[src/rtl/jzjpcc_memory_data_controller.sv]
// Memory-stage data-side controller: decodes accesses into RAM / MMIO / unmapped regions,
// drives SRAM port B, owns the MMIO output words and the sticky unmapped-write fault.
module jzjpcc_memory_data_controller #(
    parameter int          RAM_A_WIDTH = 12,
    parameter logic [31:0] MMIO_BASE   = 32'hFFFFFFC0
) (
    input  logic                   clock,
    input  logic                   reset,
    input  logic                   memWriteEnable,
    input  logic [31:2]            memAddress,
    input  logic [31:0]            memDataToWrite,
    input  logic [3:0]             memByteMask,
    output logic [31:0]            memDataRead,
    output logic [RAM_A_WIDTH-1:0] ramAddressB,
    output logic                   ramWriteEnableB,
    output logic [3:0]             ramByteWriteMaskB,
    output logic [31:0]            ramWriteDataB,
    input  logic [31:0]            ramReadDataB,
    input  logic [31:0]            mmioInputs [8],
    output logic [31:0]            mmioOutputs [8],
    input  logic                   clearFault,
    output logic                   accessFault,
    output logic [31:2]            faultAddress
);

    typedef enum logic [1:0] {
        REGION_RAM      = 2'd0,
        REGION_MMIO_IN  = 2'd1,
        REGION_MMIO_OUT = 2'd2,
        REGION_UNMAPPED = 2'd3
    } region_t;

    region_t     decodeRegion;
    logic [2:0]  decodeIdx;
    logic        isRam;
    logic        isMmio;
    logic        mmioWrite;
    logic        newFault;

    region_t     regionQ;
    logic [31:0] inQ;
    logic [31:0] outQ;

    // Address decode of the execute-stage access; RAM wins if the windows ever overlap.
    always_comb begin
        isRam        = (memAddress[31:RAM_A_WIDTH+2] == {(30-RAM_A_WIDTH){1'b0}});
        isMmio       = (memAddress[31:6] == MMIO_BASE[31:6]);
        decodeIdx    = memAddress[4:2];
        decodeRegion = REGION_UNMAPPED;
        if (isRam) begin
            decodeRegion = REGION_RAM;
        end else if (isMmio) begin
            if (memAddress[5]) begin
                decodeRegion = REGION_MMIO_OUT;
            end else begin
                decodeRegion = REGION_MMIO_IN;
            end
        end else begin
            decodeRegion = REGION_UNMAPPED;
        end
    end

    // SRAM port B is driven straight from the execute stage so the SRAM's own
    // read register supplies the one-cycle latency.
    always_comb begin
        ramAddressB       = memAddress[RAM_A_WIDTH+1:2];
        ramWriteDataB     = memDataToWrite;
        ramWriteEnableB   = memWriteEnable & (decodeRegion == REGION_RAM) & ~reset;
        ramByteWriteMaskB = 4'b0000;
        if (decodeRegion == REGION_RAM) begin
            ramByteWriteMaskB = memByteMask;
        end else begin
            ramByteWriteMaskB = 4'b0000;
        end
    end

    // Write qualifiers for the MMIO output words and the fault tracker.
    always_comb begin
        mmioWrite = memWriteEnable & (decodeRegion == REGION_MMIO_OUT);
        newFault  = memWriteEnable & (decodeRegion == REGION_UNMAPPED) & (memByteMask != 4'b0000);
    end

    // Region register plus sampled MMIO words; sampling the word itself at the
    // edge stands in for a registered index and gives read-old on MMIO_OUT.
    always_ff @(posedge clock) begin
        if (reset) begin
            regionQ <= REGION_UNMAPPED;
            inQ     <= 32'h0000_0000;
            outQ    <= 32'h0000_0000;
        end else begin
            regionQ <= decodeRegion;
            inQ     <= mmioInputs[decodeIdx];
            outQ    <= mmioOutputs[decodeIdx];
        end
    end

    // Memory-stage read mux over the registered region.
    always_comb begin
        memDataRead = 32'h0000_0000;
        case (regionQ)
            REGION_RAM:      memDataRead = ramReadDataB;
            REGION_MMIO_IN:  memDataRead = inQ;
            REGION_MMIO_OUT: memDataRead = outQ;
            REGION_UNMAPPED: memDataRead = 32'h0000_0000;
            default:         memDataRead = 32'h0000_0000;
        endcase
    end

    // Byte-maskable MMIO output registers; writes to the input words are dropped.
    always_ff @(posedge clock) begin
        if (reset) begin
            for (int i = 0; i < 8; i++) begin
                mmioOutputs[i] <= 32'h0000_0000;
            end
        end else if (mmioWrite) begin
            for (int k = 0; k < 4; k++) begin
                if (memByteMask[k]) begin
                    mmioOutputs[decodeIdx][8*k +: 8] <= memDataToWrite[8*k +: 8];
                end
            end
        end
    end

    // Sticky fault: a new fault beats a same-cycle clear and recaptures the address.
    always_ff @(posedge clock) begin
        if (reset) begin
            accessFault  <= 1'b0;
            faultAddress <= 30'h0000_0000;
        end else if (newFault) begin
            accessFault <= 1'b1;
            if (~accessFault | clearFault) begin
                faultAddress <= memAddress;
            end
        end else if (clearFault) begin
            accessFault <= 1'b0;
        end else begin
            accessFault <= accessFault;
        end
    end

endmodule

[config.mk]
export PLATFORM = sky130hd
export DESIGN_NAME = jzjpcc_memory_data_controller
export DESIGN_NICKNAME = d
export VERILOG_FILES = /design/src/rtl/jzjpcc_memory_data_controller.sv
export SDC_FILE = /design/constraint.sdc
export NUM_CORES = 1
export LEC_CHECK = 0
export ABC_AREA = 0
export CAP_MARGIN = 5
export CORE_AREA = 3 3 283 285
export CTS_CLUSTER_DIAMETER = 200
export DETAILED_ROUTE_END_ITERATION = 8
export DIE_AREA = 0 0 286 288
export PLACE_DENSITY = 0.52
export SYNTH_ARGS = -nofsm -noshare
export SYNTH_HDL_FRONTEND = slang
export SYNTH_SLANG_ARGS = --single-unit
export TNS_END_PERCENT = 10
[constraint.sdc]
create_clock -name clock -period 2 [get_ports clock]
set_input_delay 0.4 -clock clock [delete_from_list [all_inputs] [get_ports clock]]
set_output_delay 0.4 -clock clock [all_outputs]
set_load 0.02 [all_outputs]
* Word-level counts from Yosys, hierarchy flattened
Index checks and enable logic that the tools add are counted.
Widths: inputs -> output; s select.
** Word-level totals
- Bits of input ports :: 358
- Bits in latches :: 0
- Bits in read-only memories :: 0
- Memory bits (writable) :: 0
- Output and inout bits :: 368
- Bits in registers :: 353
- Memories kept :: 0
** Cells by class
- $lt $le $gt $ge :: 2
- Reductions and logical operators :: 7
- Mux-type cells :: 35
- Add/sub/neg operators :: 0
- Shifts and indexed selects :: 0
- Multipliers :: 0
- Div/mod/pow operators :: 0
- Eq/ne operators :: 6
- Bitwise gates (word level) :: 9
** Operator list (number)
- $mux 256 :: 10
- $bwmux 256 :: 4
- $demux 32 s3 :: 4
- $bmux 32 s3 :: 2
- $mux 32 :: 5
- $pmux 32 s4 :: 1
- $eq 26x26->1 const B :: 1
- $mux 24 :: 1
- $logic_not 18->1 :: 1
- $mux 16 :: 1
- $eq 2x2->1 const B :: 4
- $mux 8 :: 1
- $mux 2 :: 3
- $and 1x1->1 :: 5
- $ge 4x4->1 const B :: 1
- $logic_not 2->1 :: 2
- $lt 4x1->1 const B :: 1
- $mux 4 :: 1
- $not 3->4 :: 1
- $reduce_bool 4->1 :: 1
- $eq 2x1->1 const B :: 1
- $mux 1 :: 2
- $not 1->1 :: 2
- $reduce_and 2->1 :: 1
- other kinds (3) :: 3

* Logic depth before layout (Yosys ltp)
Gate-level depths: netlist (run 1).
- Depth after elaboration :: 19
- Gate-level depth with buffers :: 7

* Worst setup path before layout (run 1)
No wires, ideal clock.
- Path type :: in2out
- Start point :: in memAddress[15] (netlist name)
- End point :: out ramWriteEnableB
- Buffers on the path :: 0
- Cell stages on the path :: 3
- Data arrival time :: 1.650 ns
- Setup slack :: -0.050 ns
- Path through :: or4_1 -> nor4_4 -> and3b_1
** On the way
- Longest elaborated chain between the ends :: 6
** Ends and longest elaborated chain
- start: declaration :: RTL line 10 : input logic [31:2] memAddress,
- $eq 26x26->1 :: RTL line 47 : isMmio = (memAddress[31:6] == MMIO_BASE[31:6]);
- $mux 2 :: RTL line 52 : end else if (isMmio) begin
- $mux 2 * :: RTL line 50 : if (isRam) begin
- $logic_not 2->1 * :: RTL line 68 : ramWriteEnableB = memWriteEnable & (decodeRegion == REGION_RAM) & ~reset;
- $and 1x1->1 * (2 in series) :: RTL line 68
- end: declaration :: RTL line 15 : output logic ramWriteEnableB,
Every way passes the cells marked *; elsewhere a longest branch is shown, timed or not.

* Worst setup path after layout (run 1)
- Start point :: reg regionQ[0]
- End point :: out memDataRead[30]
** On the way
- Longest elaborated chain between the ends :: 2
** Ends and longest elaborated chain
- start: declaration :: RTL line 40 : region_t regionQ;
- start signal: assignment :: RTL line 91 : regionQ <= decodeRegion;
- $eq 2x2->1 (tied with other cells) :: RTL line 100 : case (regionQ)
- $pmux 32 s4 * :: RTL line 100
- end: declaration :: RTL line 13 : output logic [31:0] memDataRead,
Marked as above.

==> results of run 1 <==
==> sequential cells by signal, indices dropped and copies added (netlist names) <==
register / flops
regionQ: 2
accessFault: 1
mmioOutputs: 256
faultAddress: 30
inQ: 32
outQ: 32
==> where the power goes <==
group | total (mW) | leakage [nW] | internal, mW | switching, mW
combinational | 2.36 | 11.2 | 1.28 | 1.08
clock | 7.72 | 0.678 | 4.53 | 3.18
sequential | 7.18 | 2.85 | 7.13 | 0.0477
total | 17.3 | 14.7 | 12.9 | 4.31
==> layer usage <==
metal | global-route usage, % | part of all wire (%) | vias to the layer above
li1 | - | - | 7728
met1 | 23.6 | 40 | 8193
met2 | 35.8 | 51 | 719
met3 | 3.56 | 6.0 | 146
met4 | 6.13 | 3.2 | 0
met5 | 0 | 0 | -
==> how the worst min path moves through the flow <==
stage,end,slack [ns],cells past startpoint
after floorplan,faultAddress[10],0.55,2
after global placement,faultAddress[13],0.46,2
after detailed placement,faultAddress[24],0.47,2
after CTS,faultAddress[27],0.19,4
after global routing,faultAddress[27],0.23,4
final,faultAddress[27],0.22,4
==> worst reg2reg max path, delay by kind of cell, from the launching register on <==
kind                   cells  cell delay (ns)
buffers and inverters      1             0.28
and+or+nand+nor            2             0.36
muxes                      1             0.28
DFF                        1             0.31
==> synthesized netlist by cell type <==
master    count
nor3_1        1
nor4b_2       1
buf_4        47
nor3_2        1
and2_1        4
or2_2         1
o41ai_1       1
nor2b_1       2
nand4_1       5
nand4_2       3
nor3b_2       2
buf_8         3
o21ai_0      32
nand2_1      35
nand2b_1     60
a221oi_1     64
dfxtp_1     353
a21oi_1       2
buf_2        31
clkbuf_1    112
nor3b_1       1
a31oi_1      64
buf_6         3
nand3_1       1
buf_1         7
or2b_1        1
a22oi_1     128
or3_1         1
and3_1        5
a22o_1       64
nand4_4      30
or4_1         1
nor4_1        3
and2_4        1
o21bai_1      1
nor2_1      256
mux2i_1     318
nor4_4        2
and3b_1       2
nor2_2        2
==> timing repair <==
item                                    in CTS  in global routing
gates cloned                                 1                  0
pin swaps                                   18                  7
endpoints found under the hold margin        0                  0
endpoints found under the setup margin     473                227
setup buffers                               11                  4
resized for setup                          568                 98
==> stage by stage <==
step | util, % | total power, mW | setup TNS, ns
2_1_floorplan | - | 8.11 | -0.0812
3_3_place_gp | 34.8 | 9.65 | -214.36
3_5_place_dp | 34.8 | 9.67 | -219.62
4_1_cts | 36.7 | 17.5 | -8.44
5_1_grt | 37.2 | 17.9 | -13.72
6_report | 37.2 | 17.3 | -5.81
==> cells by family (layout without fill, tap and decap cells) <==
group,after synthesis,count (layout),share of synthesized area [%]
buf+inv,203,1079,6.31
simple gates,421,421,14.9
other cells,0,1,0
flops,353,353,43.1
mux,318,318,19.4
compound gates,356,356,16.3
==> cell type report <==
| class | instances | area (um^2) | share of cell area, % |
|---|---|---|---|
| timing repair buffer | 1005 | 10300 | 35.8 |
| multi-input combinational | 1095 | 8770 | 30.4 |
| sequential | 353 | 7070 | 24.5 |
| tap | 1040 | 1300 | 4.51 |
| clock buffer | 62 | 1270 | 4.40 |
| clock inverter | 12 | 100 | 0.347 |
| antenna | 1 | 2.50 | 0.00868 |
==> flow_summary.toml, run 1 <==
[timing]
skew_ns = 0.0235
maxSlewViolCount = 0
final-hold-violation-count = 0
rsz0062_at_grt = "true"
setup_violations = 47
fin_crit_sh_pct = 111
relSlewSlack_pct = 60.6
setup_ws_ns = -0.228
whs_ns = 0.223
period_needed_ns = 2.23
worst-slew-pin-transition_ns = 0.590
max_freq_mhz = 449

[min_path]
hold_class = "primary input to flip-flop"
min-delay-start = "memAddress[27]"

[clock_network]
cts_tree = "yes"
insertion_delay_ns = 0.56
hold_buffers = 0
clkTransAtPathRegs_ns = 0.06
numCtsBuffers = 44
cts.sinks = 353
clock_path_buffers = 3
clockRootBuffer = "clkbuf_16"
htreeDepth = 2

[global_route]
antenna_found_initial = 0
grt_max_degree = 120
grt_pass1_vias = 17300
grtUsageTotal_pct = 19.8
grt_pass1_wl_um = 122000
grt-ovfl-total = 0

[pwr]
p_leak_nw = 14.7
p_per_area_mw_per_mm2 = 598
irDropWorstVdd_uv = 448

[setup_path]
slowest_delay_ns = 0.39
worstReg2RegStart = "accessFault"
crit_path_end_kind = "output port"
path_class = "flip-flop to output port"
cp_top_family = "buffers and inverters"
path_cells = "buf_12, buf_12, mux2i_4, buf_6, o21ai_2, buf_6"
cp-startpoint = "regionQ[0]"
cp_data_required_time_ns = 1.60
regToRegEndpoint = "faultAddress[7]"
endpoint = "memDataRead[30]"
arrival_ns = 1.83
critical-path-slowest-cell = "dfxtp_4"
path_buf_inv = 4
r2r_slack_ns = 0.68
critical_path_cell_count = 6
crit_fanout = 4
timing.reg2reg.worst_path_depth = 4
start_kind = "flip-flop"

[drt]
dr.pass1.iters = 6
ant_nets = 0
first_iter_violations = 969
drc = 0
vias = 16800
wl_um = 85700
wire_per_inst_um = 24.0
vias_per_cell = 4.70

[flow_run]
maxCapViolations = 0

[placement]
dp_slack_ns = -1.03
portBuffers = 725
dp.cells = 3481
gp_congestion = 0.974
dp_hpwl_um = 64400
place_area_mm2 = 0.0270

[finish]
fillCellCount = 7824
stdcell_count = 3568
drive_gt1_share_pct = 20.4
syn_to_final_growth_pct = 76.0
layout_commonest_cell = "clkdlybuf4s50_1"
layout.nets = 2857
design_area_mm2 = 0.0288
final_cell_mix = "clkdlybuf4s50_1, dfxtp_1, mux2i_1"

[synthesis]
synth_area_mm2 = 0.0164
ys_seq_area_share_pct = 43.1
synth_area_leader_cell = "dfxtp_1"
synth_nets = 2009
synth_warnings = 0
ys_types = 40
avgSynthCellArea_um2 = 9.93
ys_seq_elements = 353
ys_top_cells_by_area = "dfxtp_1, mux2i_1, a22oi_1"
syn_inst = 1651
yosysTopAreaCellShare_pct = 43.1

[floorplan]
rows = 102
coreArea_mm2 = 0.0776
fp.dieW_um = 286
dieHeight_um = 288
die_area_mm2 = 0.0824
start_util_pct = 21.1
ios = 726

[run_status]
status = "finished with violations"
violations = "setup timing"
Note: power is estimated with default switching activity, not from simulation.
==> run 2, diff against run 1 <==
SETUP_SLACK_MARGIN = 0.2   (was not set)
==> flow_summary.toml, run 2 (synthesis gave the netlist of run 1 again) <==
[clock_network]
cts.sinks = 353
clockRootBuffer = "clkbuf_16"
clock_path_buffers = 3
hold_buffers = 0
cts_tree = "yes"
numCtsBuffers = 45
htreeDepth = 2
clkTransAtPathRegs_ns = 0.06
insertion_delay_ns = 0.56

[timing]
setup_ws_ns = -0.318
maxSlewViolCount = 0
max_freq_mhz = 431
worst-slew-pin-transition_ns = 0.871
rsz0062_at_grt = "true"
skew_ns = 0.0147
setup_violations = 37
final-hold-violation-count = 0
fin_crit_sh_pct = 116
relSlewSlack_pct = 41.9
period_needed_ns = 2.32

[drt]
vias_per_cell = 4.77
wl_met3_um = 6050
wire_per_inst_um = 24.7
drc = 0
vias = 16900
drt-met1-wl_um = 35200
top_layer = "met4"
wl_um = 87900
ant_nets = 0
first_iter_violations = 1105
met2_length_um = 44100
dr.pass1.iters = 5

[setup_path]
arrival_ns = 1.92
r2r_slack_ns = 0.67
timing.reg2reg.worst_path_depth = 3
crit_fanout = 10
cp_data_required_time_ns = 1.60
crit_path_end_kind = "output port"
worstReg2RegStart = "mmioOutputs[100]"
start_kind = "flip-flop"
path_class = "flip-flop to output port"
regToRegEndpoint = "outQ[4]"

[min_path]
hold_path_depth = 3
hold_class = "primary input to flip-flop"
min_to = "faultAddress[17]"
min-delay-start = "memAddress[17]"

[finish]
post-route-util_pct = 36.6
drive_gt1_share_pct = 19.5
largest_register_ffs = 256
final_cell_mix = "dfxtp_1, clkdlybuf4s50_1, mux2i_1"
reg.largest.list = "mmioOutputs: 256 flops, inQ: 32 flops, outQ: 32 flops"
layout.nets = 2839
regMostFlops = "mmioOutputs"
layout_commonest_cell = "dfxtp_1"
syn_to_final_growth_pct = 73.2

[floorplan]
start_util_pct = 21.1
die_area_mm2 = 0.0824
dieHeight_um = 288
ios = 726
rows = 102
coreArea_mm2 = 0.0776
fp.dieW_um = 286

[pwr]
pwr-share-seq_pct = 39.8
p_leak_nw = 14.2
p_per_area_mw_per_mm2 = 635
p_sw_mw = 4.36
swShare_pct = 24.2
comb_power_share_pct = 12.7
irDropWorstVdd_uv = 488
power.internal_mw = 13.7
clkPwrFrac_pct = 47.4

[run_status]
status = "finished with violations"
violations = "setup timing"

[global_route]
grt-ovfl-total = 0
grt_pass1_wl_um = 124000
grt_pass1_vias = 17300
antenna_found_initial = 4
grtUsageTotal_pct = 20.2
grt_max_degree = 150

[placement]
dp_slack_ns = -1.00
gp_congestion = 0.953
dp_hpwl_um = 65900
portBuffers = 725

[flow_run]
maxCapViolations = 0
## run 2: routing by layer
metal	track usage (%)	up-vias
met5	0	-
met4	6.27	0
met3	3.85	126
met2	35.9	771
met1	24.5	8344
li1	-	7691
## run 2: how the worst max path moves through the flow
| stage | start | endpoint | slack [ns] |
|---|---|---|---|
| floorplan | regionQ[0] | memDataRead[7] | -0.001 |
| global placement | memAddress[17] | ramWriteEnableB | -0.96 |
| detailed placement | memAddress[17] | ramWriteEnableB | -1.0 |
| CTS | regionQ[0] | memDataRead[30] | -0.37 |
| global route | regionQ[0] | memDataRead[30] | -0.35 |
| finish | regionQ[0] | memDataRead[26] | -0.32 |
## run 2: timing repair
action	in CTS	in global routing
resized for setup	635	65
setup buffers	22	5
pin swaps	21	24
endpoints found under the setup margin	661	312
gates cloned	2	0
## run 2: metrics by stage
step	area, um^2	hold WS (ns)	power (mW)	cells	TNS, ns
after detailed placement	26600	0.464	9.65	3445	-198.28
after floorplan	16400	0.546	8.12	1651	-0.00286
after CTS	28200	0.122	18.3	3546	-8.15
final	28400	0.183	18.0	3553	-6.79
after global routing	28400	0.146	18.7	3553	-9.83
after global placement	26600	0.459	9.64	3445	-196.07
## run 2: worst max-delay path: stages, from the launching register on
cell	delay, ns
dfxtp_4	0.37
buf_4	0.14
buf_12	0.14
mux2i_1	0.12
o21ai_1	0.26
clkdlybuf4s15_2	0.31
## run 2: power groups by stage
stage / registers [mW] / clock network [mW] / logic, mW
global route: 7.18 / 9.09 / 2.40
global placement: 7.33 / 0 / 2.31
detailed placement: 7.33 / 0 / 2.32
floorplan: 7.37 / 0 / 0.747
CTS: 7.18 / 8.82 / 2.29
finish: 7.18 / 8.55 / 2.29
## run 2: final cells by class
class                           count  area [um^2]
Antenna cell                        2         5.00
Clock buffer                       63         1310
Clock inverter                     14          234
Multi-Input combinational cell   1095         8630
Sequential cell                   353         7070
Fill cell                        7903        49200
Tap cell                         1040         1300
Timing Repair Buffer              986         9840
